File: config.mk
export PLATFORM = sky130hd
export DESIGN_NAME = pc_sequencer
export DESIGN_NICKNAME = d
export VERILOG_FILES = /design/src/rtl/pc_pkg.sv /design/src/rtl/pc_next_calc.sv /design/src/rtl/pc_sequencer.sv
export SDC_FILE = /design/constraint.sdc
export NUM_CORES = 1
export LEC_CHECK = 0
export ABC_AREA = 1
export BUFFER_PORTS_ARGS = -buffer_cell sky130_fd_sc_hd__buf_4
export CAP_MARGIN = 0
export CORE_ASPECT_RATIO = 0.7
export CORE_MARGIN = 2
export CORE_UTILIZATION = 40
export DETAILED_ROUTE_END_ITERATION = 12
export GPL_ROUTABILITY_DRIVEN = 0
export PLACE_DENSITY = 0.66
export SYNTH_ARGS = -nofsm -noshare
export SYNTH_HDL_FRONTEND = slang
export SYNTH_HIERARCHICAL = 1
export SYNTH_SLANG_ARGS = --single-unit
File: constraint.sdc
create_clock -name clk -period 2.1 [get_ports clk]
set_clock_uncertainty 0.2 [all_clocks]
set_input_delay 0.42 -clock clk [delete_from_list [all_inputs] [get_ports clk]]
set_output_delay 0.42 -clock clk [all_outputs]
set_load 0.1 [all_outputs]
File: src/rtl/pc_pkg.sv
// Shared state type and width helpers for the program-counter sequencer.
// The extra carry bit lets the end-of-program test see an overflowing increment.
package pc_pkg;

  typedef enum logic [1:0] {
    PC_IDLE,
    PC_RUN,
    PC_DONE
  } pc_state_t;

  localparam int PC_CARRY_BITS = 1;

  function automatic int pc_ext_width(input int width);
    return width + PC_CARRY_BITS;
  endfunction

endpackage

File: src/rtl/pc_next_calc.sv
// Combinational next-PC selection while running: halt > branch > stall > increment.
// Also flags clamped branch targets and increments that run past the program bound.
module pc_next_calc
  import pc_pkg::*;
#(
  parameter int WIDTH     = 8,
  parameter int STEP      = 1,
  parameter int RESET_VEC = 0,
  parameter int PROG_LAST = 15,
  parameter int WRAP_EN   = 0
) (
  input  logic [WIDTH-1:0] pc_cur,
  input  logic             br_valid,
  input  logic [WIDTH-1:0] br_target,
  input  logic             stall,
  input  logic             halt,
  output logic [WIDTH-1:0] pc_next,
  output logic             clamp,
  output logic             end_of_prog
);

  localparam int               EXT_W    = pc_ext_width(WIDTH);
  localparam logic [EXT_W-1:0] LAST_EXT = EXT_W'(PROG_LAST);
  localparam logic [EXT_W-1:0] STEP_EXT = EXT_W'(STEP);
  localparam logic [WIDTH-1:0] LAST_PC  = WIDTH'(PROG_LAST);
  localparam logic [WIDTH-1:0] RESET_PC = WIDTH'(RESET_VEC);

  logic [EXT_W-1:0] pc_inc;

  // Widened add so a carry out of WIDTH bits still compares as past the bound.
  assign pc_inc = {1'b0, pc_cur} + STEP_EXT;

  always_comb begin
    pc_next     = pc_cur;
    clamp       = 1'b0;
    end_of_prog = 1'b0;
    if (!halt) begin
      if (br_valid) begin
        if (br_target > LAST_PC) begin
          pc_next = LAST_PC;
          clamp   = 1'b1;
        end else begin
          pc_next = br_target;
        end
      end else if (!stall) begin
        if (pc_inc <= LAST_EXT) begin
          pc_next = pc_inc[WIDTH-1:0];
        end else begin
          end_of_prog = 1'b1;
          pc_next     = (WRAP_EN != 0) ? RESET_PC : pc_cur;
        end
      end
    end
  end

endmodule

File: src/rtl/pc_sequencer.sv
// Program-counter sequencer: IDLE/RUN/DONE control around pc_next_calc.
// Every output comes straight from a flop, so inputs never reach outputs combinationally.
module pc_sequencer
  import pc_pkg::*;
#(
  parameter int WIDTH     = 8,
  parameter int STEP      = 1,
  parameter int RESET_VEC = 0,
  parameter int PROG_LAST = 15,
  parameter int WRAP_EN   = 0
) (
  input  logic             clk,
  input  logic             rst,
  input  logic             start,
  input  logic             stall,
  input  logic             br_valid,
  input  logic [WIDTH-1:0] br_target,
  input  logic             halt,
  output logic [WIDTH-1:0] pc_out,
  output logic             pc_valid,
  output logic             done,
  output logic             oob_err
);

  localparam logic [WIDTH-1:0] RESET_PC = WIDTH'(RESET_VEC);

  pc_state_t        state_q, state_d;
  logic [WIDTH-1:0] pc_q, pc_d;
  logic             pc_valid_q, pc_valid_d;
  logic             done_q, done_d;
  logic             oob_err_q, oob_err_d;

  logic [WIDTH-1:0] pc_next;
  logic             clamp;
  logic             end_of_prog;

  pc_next_calc #(
    .WIDTH    (WIDTH),
    .STEP     (STEP),
    .RESET_VEC(RESET_VEC),
    .PROG_LAST(PROG_LAST),
    .WRAP_EN  (WRAP_EN)
  ) u_next_calc (
    .pc_cur     (pc_q),
    .br_valid   (br_valid),
    .br_target  (br_target),
    .stall      (stall),
    .halt       (halt),
    .pc_next    (pc_next),
    .clamp      (clamp),
    .end_of_prog(end_of_prog)
  );

  always_comb begin
    state_d    = state_q;
    pc_d       = pc_q;
    pc_valid_d = pc_valid_q;
    done_d     = done_q;
    oob_err_d  = 1'b0;
    case (state_q)
      PC_IDLE: begin
        pc_d       = RESET_PC;
        pc_valid_d = 1'b0;
        done_d     = 1'b0;
        if (start) begin
          state_d    = PC_RUN;
          pc_valid_d = 1'b1;
        end
      end
      PC_RUN: begin
        // A non-wrapping program that runs off the end parks on its last PC.
        if (halt || (end_of_prog && (WRAP_EN == 0))) begin
          state_d    = PC_DONE;
          pc_valid_d = 1'b0;
          done_d     = 1'b1;
        end else begin
          pc_d       = pc_next;
          pc_valid_d = 1'b1;
          done_d     = 1'b0;
          oob_err_d  = clamp;
        end
      end
      PC_DONE: begin
        if (start) begin
          state_d    = PC_RUN;
          pc_d       = RESET_PC;
          pc_valid_d = 1'b1;
          done_d     = 1'b0;
        end
      end
      default: begin
        state_d    = PC_IDLE;
        pc_d       = RESET_PC;
        pc_valid_d = 1'b0;
        done_d     = 1'b0;
      end
    endcase
  end

  always_ff @(posedge clk) begin
    if (!rst) begin
      state_q    <= PC_IDLE;
      pc_q       <= RESET_PC;
      pc_valid_q <= 1'b0;
      done_q     <= 1'b0;
      oob_err_q  <= 1'b0;
    end else begin
      state_q    <= state_d;
      pc_q       <= pc_d;
      pc_valid_q <= pc_valid_d;
      done_q     <= done_d;
      oob_err_q  <= oob_err_d;
    end
  end

  assign pc_out   = pc_q;
  assign pc_valid = pc_valid_q;
  assign done     = done_q;
  assign oob_err  = oob_err_q;

endmodule

==> flow_summary.ini, run 1 <==
[pwr]
peakVddDrop_uv = 282
total_power_mw = 0.537
p_per_area_nw_per_um2 = 439
leakagePower_nw = 0.647

[layout]
num-nets-final = 187
fin_cells = 202
drive_gt1_frac = 0.365
areaGrowthSynthToFinish_pct = 38.5
antenna_cells = 0

[clock_tree]
root_buffer = clkbuf_4
worstSkewPairLatency_ns = 0.28
cts-buffers-inserted = 3
cts_sinks = 13
cts-htree-levels = 1
cts_tree = built
clk_path_buf_depth = 2
path_clk_slew_ns = 0.09
cts_hold_buf = 0

[placement]
dpl.hpwl_um = 1710
pre_cts_ws_ns = 0.0798
dp_cells = 193
portBuffers = 24

[worst_setup_path]
critPathMaxFanout = 5
regToRegStartpoint = pc_out[0]
reg2reg_depth = 13
cp.arrival_ns = 1.94
start_kind = flip-flop
r2r-end = pc_out[4]
reg2reg_slack_ns = 0.18
worstSetupEndpointType = flip-flop
cp.required_ns = 2.12
crit_type = flip-flop to flip-flop

[global_route]
gr-usage-all-layers = 0.193
use_met1 = 0.288
grt_max_degree = 13
first_global_vias = 847
overflow = 0
antenna_found_initial = 0
gr-max-usage-layer = met2
met2_usage = 0.289
use_met3 = 0.0448
grt_pass1_wl_um = 3800

[yosys]
ys_ff_latch = 13
synth_edf_count = 0
yosysWarnings = 6
yosysSeqAreaShare = 0.294
async_flop_share = 0
synth_area_leader_cell = dfxtp_1
syn-cell-area_um2 = 885
synthCells = 138
syn_nets = 154
synthTopCellsByCount = 46 x nand2_1, 19 x nand3_1, 16 x inv_1, 15 x nor2_1, 13 x dfxtp_1
syn_avg_cell_area_um2 = 6.41
synth.area.top_cells = dfxtp_1 29%, nand2_1 20%, nand3_1 11%
synth_cell_types = 23
synthFlopType = dfxtp_1
yosysTopAreaCellShare = 0.294
yosysMostFrequentCell = nand2_1

[hold_path]
min_path_cells = 3
holdPathEnd = state_q[0]
hold_path.class = input port to flip-flop
hold_path.startpoint = start

[die]
start_util = 0.417
die_w_um = 60.2
num_rows = 14
die_area_um2 = 2610
fp.coreArea_um2 = 2120
io_pins = 25
die_h_um = 43.3

[routing]
routed_wl_um = 2400
wire_per_inst_um = 11.9
vias = 984
first_iter_violations = 53
drtPass1Iterations = 4
viasPerCell = 4.87
drtAntennaViolNets = 0
drc = 0

[sta]
fin_tns_setup_ns = 0
holdWs_ns = 0.218
worst_pin_slew_ns = 0.542
fin_crit_ns = 1.92
max_slew_margin = 0.636
slew_viol_final = 0
timing.final.ws_setup_ns = 0.180
setup_viol = 0
finalHoldViolations = 0
post-route-period-util = 0.914
rsz0062_at_grt = no
fmax_ghz = 0.521

[flow_run]
cap_violations = 0

[status]
status = finished clean
logic make-up after synthesis:
| group | synth area share |
|---|---|
| compound gates | 0.0198 |
| buf+inv | 0.0919 |
| fa+ha+maj | 0.0283 |
| flops | 0.294 |
| simple gates | 0.566 |
final cells by class:
class / count / area, um^2
Tap cell: 32 / 40.0
Sequential cell: 13 / 275
Inverter: 19 / 73.8
Timing Repair Buffer: 29 / 218
Clock inverter: 1 / 5.00
Clock buffer: 3 / 22.5
Multi-Input combinational cell: 105 / 591
Fill cell: 202 / 895
per-stage QoR:
stage / area [um^2] / utilization
2_1_floorplan: 903 / -
3_3_place_gp: 1120 / 0.530
3_5_place_dp: 1120 / 0.530
4_1_cts: 1150 / 0.543
5_1_grt: 1220 / 0.578
6_report: 1220 / 0.578
worst max-delay path, stage by stage (launching register included):
cell and delay, ns:
dfxtp_4 0.37, inv_2 0.06, ha_4 0.23, nor2_1 0.12, nand3_1 0.10, nand2_2 0.09
nand2_4 0.08, a21oi_4 0.16, inv_1 0.06, nand2_2 0.08, nand2_4 0.07, nand2_4 0.10
nand3_1 0.07, nand2_1 0.06
state kept, by name (all words and copies together), names as in the netlist:
register and cells:
pc_valid 1, state_q 2, done 1, pc_out 8
oob_err 1
cell usage in the layout, fill, tap and decap left out, drive strengths merged:
| cell type | synthesis | final |
|---|---|---|
| clkbuf | 1 | 3 |
| nand3b | 1 | 1 |
| inv | 18 | 19 |
| ha | 2 | 2 |
| clkinv | 1 | 1 |
| nor2 | 18 | 18 |
| buf | 1 | 29 |
| nand2 | 50 | 51 |
| a22oi | 1 | 1 |
| a21oi | 2 | 2 |
| nor4 | 1 | 1 |
| dfxtp | 13 | 13 |
| nand3 | 23 | 23 |
| nand4 | 4 | 4 |
| nor3 | 2 | 2 |
layer usage:
metal / vias to the layer above / routed length [um]
met4: 0 / 0
li1: 501 / -
met2: 21 / 1050
met1: 462 / 1260
met5: - / 0
met3: 0 / 86
report_power, final:
group	internal [mW]	total [mW]	switching, mW
clock	0.0705	0.156	0.0857
combinational	0.0430	0.125	0.0816
sequential	0.251	0.257	0.00608
how the worst max path moves through the flow:
stage          cells after the start       from   endpoint
2_1_floorplan                     13  pc_out[0]  pc_out[4]
3_3_place_gp                      13  pc_out[0]  pc_out[0]
3_5_place_dp                      12  pc_out[0]  pc_out[5]
4_1_cts                           13  pc_out[0]       done
5_1_grt                           13  pc_out[0]  pc_out[4]
6_report                          13  pc_out[0]  pc_out[4]
timing repair:
item / CTS / global route
setup endpoints to repair: 0 / 10
gates resized for setup: 0 / 8
setup buffers: 0 / 4
(Power assumes the default switching activity.)
==> run 2, diff against run 1 <==
--- a/config.mk
+++ b/config.mk
@@ -6,7 +6,7 @@
 export NUM_CORES = 1
 export LEC_CHECK = 0
 export ABC_AREA = 1
-export BUFFER_PORTS_ARGS = -buffer_cell sky130_fd_sc_hd__buf_4
+export BUFFER_PORTS_ARGS = -buffer_cell sky130_fd_sc_hd__buf_2
 export CAP_MARGIN = 0
 export CORE_ASPECT_RATIO = 0.7
 export CORE_MARGIN = 2
==> run 2 against run 1 <==
Against the previous run: non-clock buffer count did not move; register-to-register slack got worse by 0.07 ns; cell count did not move; sequential cell count did not move; highest routed layer unchanged.
==> flow_summary.ini, run 2 (synthesis results as in run 1) <==
[status]
status = finished clean

[sta]
post-route-period-util = 0.948
fin_crit_ns = 1.99
setup_viol = 0
worst_pin_slew_ns = 0.512
fin_tns_setup_ns = 0
slew_viol_final = 0
max_slew_margin = 0.656
timing.final.ws_setup_ns = 0.110
fmax_ghz = 0.502
finalHoldViolations = 0

[routing]
vias = 949
drtPass1Iterations = 6
drc = 0
drtAntennaViolNets = 0
viasPerCell = 4.70
first_iter_violations = 32
wire_per_inst_um = 10.9
routed_wl_um = 2200

[pwr]
leakagePower_nw = 0.635
total_power_mw = 0.525
p_int_mw = 0.354
switching_share = 0.325
p_per_area_nw_per_um2 = 457
seq_power_share = 0.489
p_switching_mw = 0.171
peakVddDrop_uv = 377
clock_power_share = 0.299
comb_power_share = 0.212

[worst_setup_path]
cp.required_ns = 2.12
r2r-end = done
worstSetupEndpointType = flip-flop
critPathMaxFanout = 8
regToRegStartpoint = pc_out[0]
crit_type = flip-flop to flip-flop
reg2reg_slack_ns = 0.11
start_kind = flip-flop
reg2reg_depth = 13
cp.arrival_ns = 2.01

[layout]
areaGrowthSynthToFinish_pct = 29.7
final_common_cell = nand2_1
drive_gt1_frac = 0.359
fillers = 204
multi_input_area_um2 = 573
num-nets-final = 187
layout_common_cells = 43 x nand2_1, 24 x buf_2, 19 x nand3_1
antenna_cells = 0
seqCellArea_um2 = 275
largest_register_ffs = 8

[clock_tree]
clk_path_buf_depth = 2
cts_tree = built
cts-buffers-inserted = 3
cts_sinks = 13
cts_hold_buf = 0
cts-htree-levels = 1
path_clk_slew_ns = 0.09
worstSkewPairLatency_ns = 0.28
root_buffer = clkbuf_4

[die]
fp.coreArea_um2 = 2120
die_h_um = 43.3
die_w_um = 60.2
die_area_um2 = 2610
num_rows = 14
io_pins = 25
start_util = 0.417

[hold_path]
hold_path.class = input port to flip-flop
min_path_cells = 4
holdPathEnd = pc_valid
hold_path.startpoint = start

[flow_run]
cap_violations = 0

[global_route]
grt_max_degree = 13
grt_pass1_wl_um = 3510
antenna_found_initial = 0
gr-usage-all-layers = 0.180
first_global_vias = 814
overflow = 0

[placement]
pre_cts_ws_ns = 0.0811
portBuffers = 24
dpl.hpwl_um = 1590
run 2: cell count changes in the layout (fill, tap and decap cells not counted):
cell | before | now
ha_4 | 1 | 0
buf_4 | 29 | 5
ha_1 | 1 | 2
buf_2 | 0 | 24
nand2_2 | 4 | 5
nand2_4 | 4 | 3
run 2: power groups by stage:
stage               clock network, mW  logic, mW  registers, mW
finish                          0.157      0.111          0.256
global route                    0.172      0.121          0.257
CTS                             0.164      0.105          0.256
detailed placement                  0      0.105          0.262
global placement                    0      0.105          0.262
floorplan                           0     0.0500          0.288
run 2: worst max path at each step:
stage | startpoint | endpoint | slack [ns] | cells after the start
floorplan | pc_out[0] | pc_out[4] | 0.02 | 13
finish | pc_out[0] | done | 0.11 | 13
global route | pc_out[0] | pc_out[0] | -0.01 | 13
global placement | pc_out[0] | pc_out[7] | 0.13 | 12
detailed placement | pc_out[0] | pc_out[7] | 0.08 | 12
CTS | pc_out[0] | pc_out[0] | 0.07 | 12
run 2: layer usage:
metal	global-route usage	wire length [um]	up-vias
li1	-	-	501
met2	0.259	934	25
met4	0.0444	0	0
met1	0.257	1140	423
met3	0.0627	125	0
met5	0	0	-
run 2: critical path, stage by stage (launching register included):
cell	delay, ns
dfxtp_4	0.39
inv_2	0.05
ha_1	0.30
nor2_1	0.13
nand3_1	0.10
nand2_2	0.09
nand2_4	0.08
a21oi_4	0.13
inv_1	0.06
nand2_2	0.08
nand2_4	0.07
nand2_4	0.10
nand2_2	0.06
nor2_2	0.08
run 2: through the flow:
stage | std cells | util | hold WS, ns | instance area (um^2)
2_1_floorplan | 138 | - | 0.326 | 903
3_3_place_gp | 193 | 0.501 | 0.262 | 1060
3_5_place_dp | 193 | 0.501 | 0.270 | 1060
4_1_cts | 197 | 0.514 | 0.224 | 1090
5_1_grt | 202 | 0.541 | 0.257 | 1150
6_report | 202 | 0.541 | 0.233 | 1150
run 2: repair_timing:
| item | 4_1_cts | 5_1_grt |
|---|---|---|
| buffers inserted | 0 | 4 |
| resized for setup | 0 | 6 |
| endpoints found under the setup margin | 0 | 10 |
run 2: cell type report:
type	count	share of cell area
Inverter	19	0.0643
Clock buffer	3	0.0196
Multi-Input combinational cell	105	0.499
Tap cell	32	0.0349
Sequential cell	13	0.240
Clock inverter	1	0.00436
Timing Repair Buffer	29	0.137
==> run 3, diff against run 2 <==
--- a/config.mk
+++ b/config.mk
@@ -13,7 +13,7 @@
 export CORE_UTILIZATION = 40
 export DETAILED_ROUTE_END_ITERATION = 12
 export GPL_ROUTABILITY_DRIVEN = 0
-export PLACE_DENSITY = 0.66
+export PLACE_DENSITY = 0.73
 export SYNTH_ARGS = -nofsm -noshare
 export SYNTH_HDL_FRONTEND = slang
 export SYNTH_HIERARCHICAL = 1
==> run 3 against run 2 <==
Against the previous run: global-route usage hardly changed; cell count is 0.99% lower; setup slack better by 0.074 ns; via count is 0.42% higher; non-clock buffer count is 2 lower; clock power hardly changed; power is 0.23% higher; combinational power hardly changed; sequential cell count stayed put; cell area is 0.55% lower; die area stayed put.
==> flow_summary.ini, run 3 (synthesis results as in run 1) <==
[status]
status = finished clean

[die]
start_util = 0.417
die_h_um = 43.3
fp.coreArea_um2 = 2120
die_area_um2 = 2610
num_rows = 14
die_w_um = 60.2
io_pins = 25

[layout]
largest_register_ffs = 8
final_common_cell = nand2_1
final_area_um2 = 1140
antenna_cells = 0
drive_gt1_frac = 0.345
layout_common_cells = 44 x nand2_1, 24 x buf_2, 19 x nand3_1
areaGrowthSynthToFinish_pct = 29.0
num-nets-final = 185
fillers = 225

[worst_setup_path]
cp.arrival_ns = 1.94
cpMaxStageDelayCell = dfxtp_4
path_cells = inv_2 > ha_4 > nor2_1 > nand3_1 > nand2_2 > nand2_4 > a21oi_4 > inv_1 > nand2_1 > nand2_2 > nand2_4 > nand3_1 > nand2_1
crit_type = flip-flop to flip-flop
regToRegStartpoint = pc_out[0]
critPathBufInv = 2
cp_top_family = simple AND/OR/NAND/NOR gates
cpPeakStageDelay_ns = 0.37
worstSetupEndpointType = flip-flop
critPathMaxFanout = 7
r2r-end = pc_out[5]
reg2reg_slack_ns = 0.18
start_kind = flip-flop
cp.required_ns = 2.12
reg2reg_depth = 13

[routing]
viasPerCell = 4.77
drtAntennaViolNets = 0
vias = 953
first_iter_violations = 31
routed_wl_um = 2150
drc = 0
drtPass1Iterations = 4
wire_per_inst_um = 10.7

[global_route]
first_global_vias = 856
met2_usage = 0.283
use_met3 = 0.0567
use_met1 = 0.235
overflow = 0
gr-usage-all-layers = 0.180
grt_max_degree = 13
gr-max-usage-layer = met2
grt_pass1_wl_um = 3560
antenna_found_initial = 0

[pwr]
leakagePower_nw = 0.620
peakVddDrop_uv = 336
p_per_area_nw_per_um2 = 461

[placement]
placed_area_um2 = 1060
dpl.hpwl_um = 1610
pre_cts_ws_ns = 0.0872
portBuffers = 24

[clock_tree]
cts_sinks = 13
cts_tree = built
cts_hold_buf = 0
root_buffer = clkbuf_4
cts-buffers-inserted = 3
path_clk_slew_ns = 0.08
worstSkewPairLatency_ns = 0.28
clk_path_buf_depth = 2
cts-htree-levels = 1

[sta]
rsz0062_at_grt = no
worst_pin_slew_ns = 0.507
timing.final.ws_setup_ns = 0.184
fmax_ghz = 0.522
fin_tns_setup_ns = 0
finalHoldViolations = 0
setup_viol = 0
slew_viol_final = 0
fin_crit_ns = 1.92
max_slew_margin = 0.659
post-route-period-util = 0.912

[hold_path]
hold_path.class = input port to flip-flop
holdPathEnd = state_q[0]
hold_path.startpoint = start
min_path_cells = 3

[flow_run]
cap_violations = 0
==> run 3: layout make-up <==
cell class                 count  area, um^2  area share
clock buffer                   4        26.3      0.0230
multi-input combinational    105         583       0.511
inverter                      19        73.8      0.0647
timing repair buffer          27         143       0.125
sequential                    13         275       0.241
tap                           32        40.0      0.0351
==> run 3: worst reg2reg max path, stage by stage, from the launching register on <==
cell and delay (ns):
dfxtp_4 0.37, inv_2 0.06, ha_4 0.23, nor2_1 0.11
nand3_1 0.10, nand2_2 0.08, nand2_4 0.09, a21oi_4 0.14
inv_1 0.05, nand2_1 0.08, nand2_2 0.10, nand2_4 0.11
nand3_1 0.08, nand2_1 0.07
==> run 3: how the worst max path moves through the flow <==
stage                     slack [ns]  depth (start not counted)   endpoint  startpoint
after floorplan                 0.02                         13  pc_out[4]   pc_out[0]
after global placement          0.14                         12  pc_out[6]   pc_out[0]
after detailed placement        0.09                         12  pc_out[5]   pc_out[0]
after CTS                       0.06                         12  pc_out[5]   pc_out[0]
after global routing            0.03                         13  pc_out[5]   pc_out[0]
final                           0.18                         13  pc_out[5]   pc_out[0]
==> run 3: power by group <==
group / leakage, nW / internal (mW) / switching, mW
logic: 0.495 / 0.0337 / 0.0785
registers: 0.110 / 0.251 / 0.00584
clock network: 0.0150 / 0.0738 / 0.0836
==> run 3: repair_timing <==
action	in CTS	in global routing
resized for setup	0	6
hold endpoints to repair	0	0
setup buffers	0	2
endpoints found under the setup margin	0	10
==> run 3: stage by stage <==
stage          cells   util  total power, mW  hold slack, ns
2_1_floorplan    138      -            0.338           0.326
3_3_place_gp     193  0.501            0.366           0.263
3_5_place_dp     193  0.501            0.367           0.268
4_1_cts          197  0.514            0.527           0.224
5_1_grt          200  0.538            0.554           0.250
6_report         200  0.538            0.526           0.232
==> run 3: routing by layer <==
layer	up-vias	part of all wire	wire, um
li1	499	-	-
met1	425	0.49	1050
met2	26	0.44	945
met3	3	0.061	130
met4	0	0.0065	14
met5	-	0	0
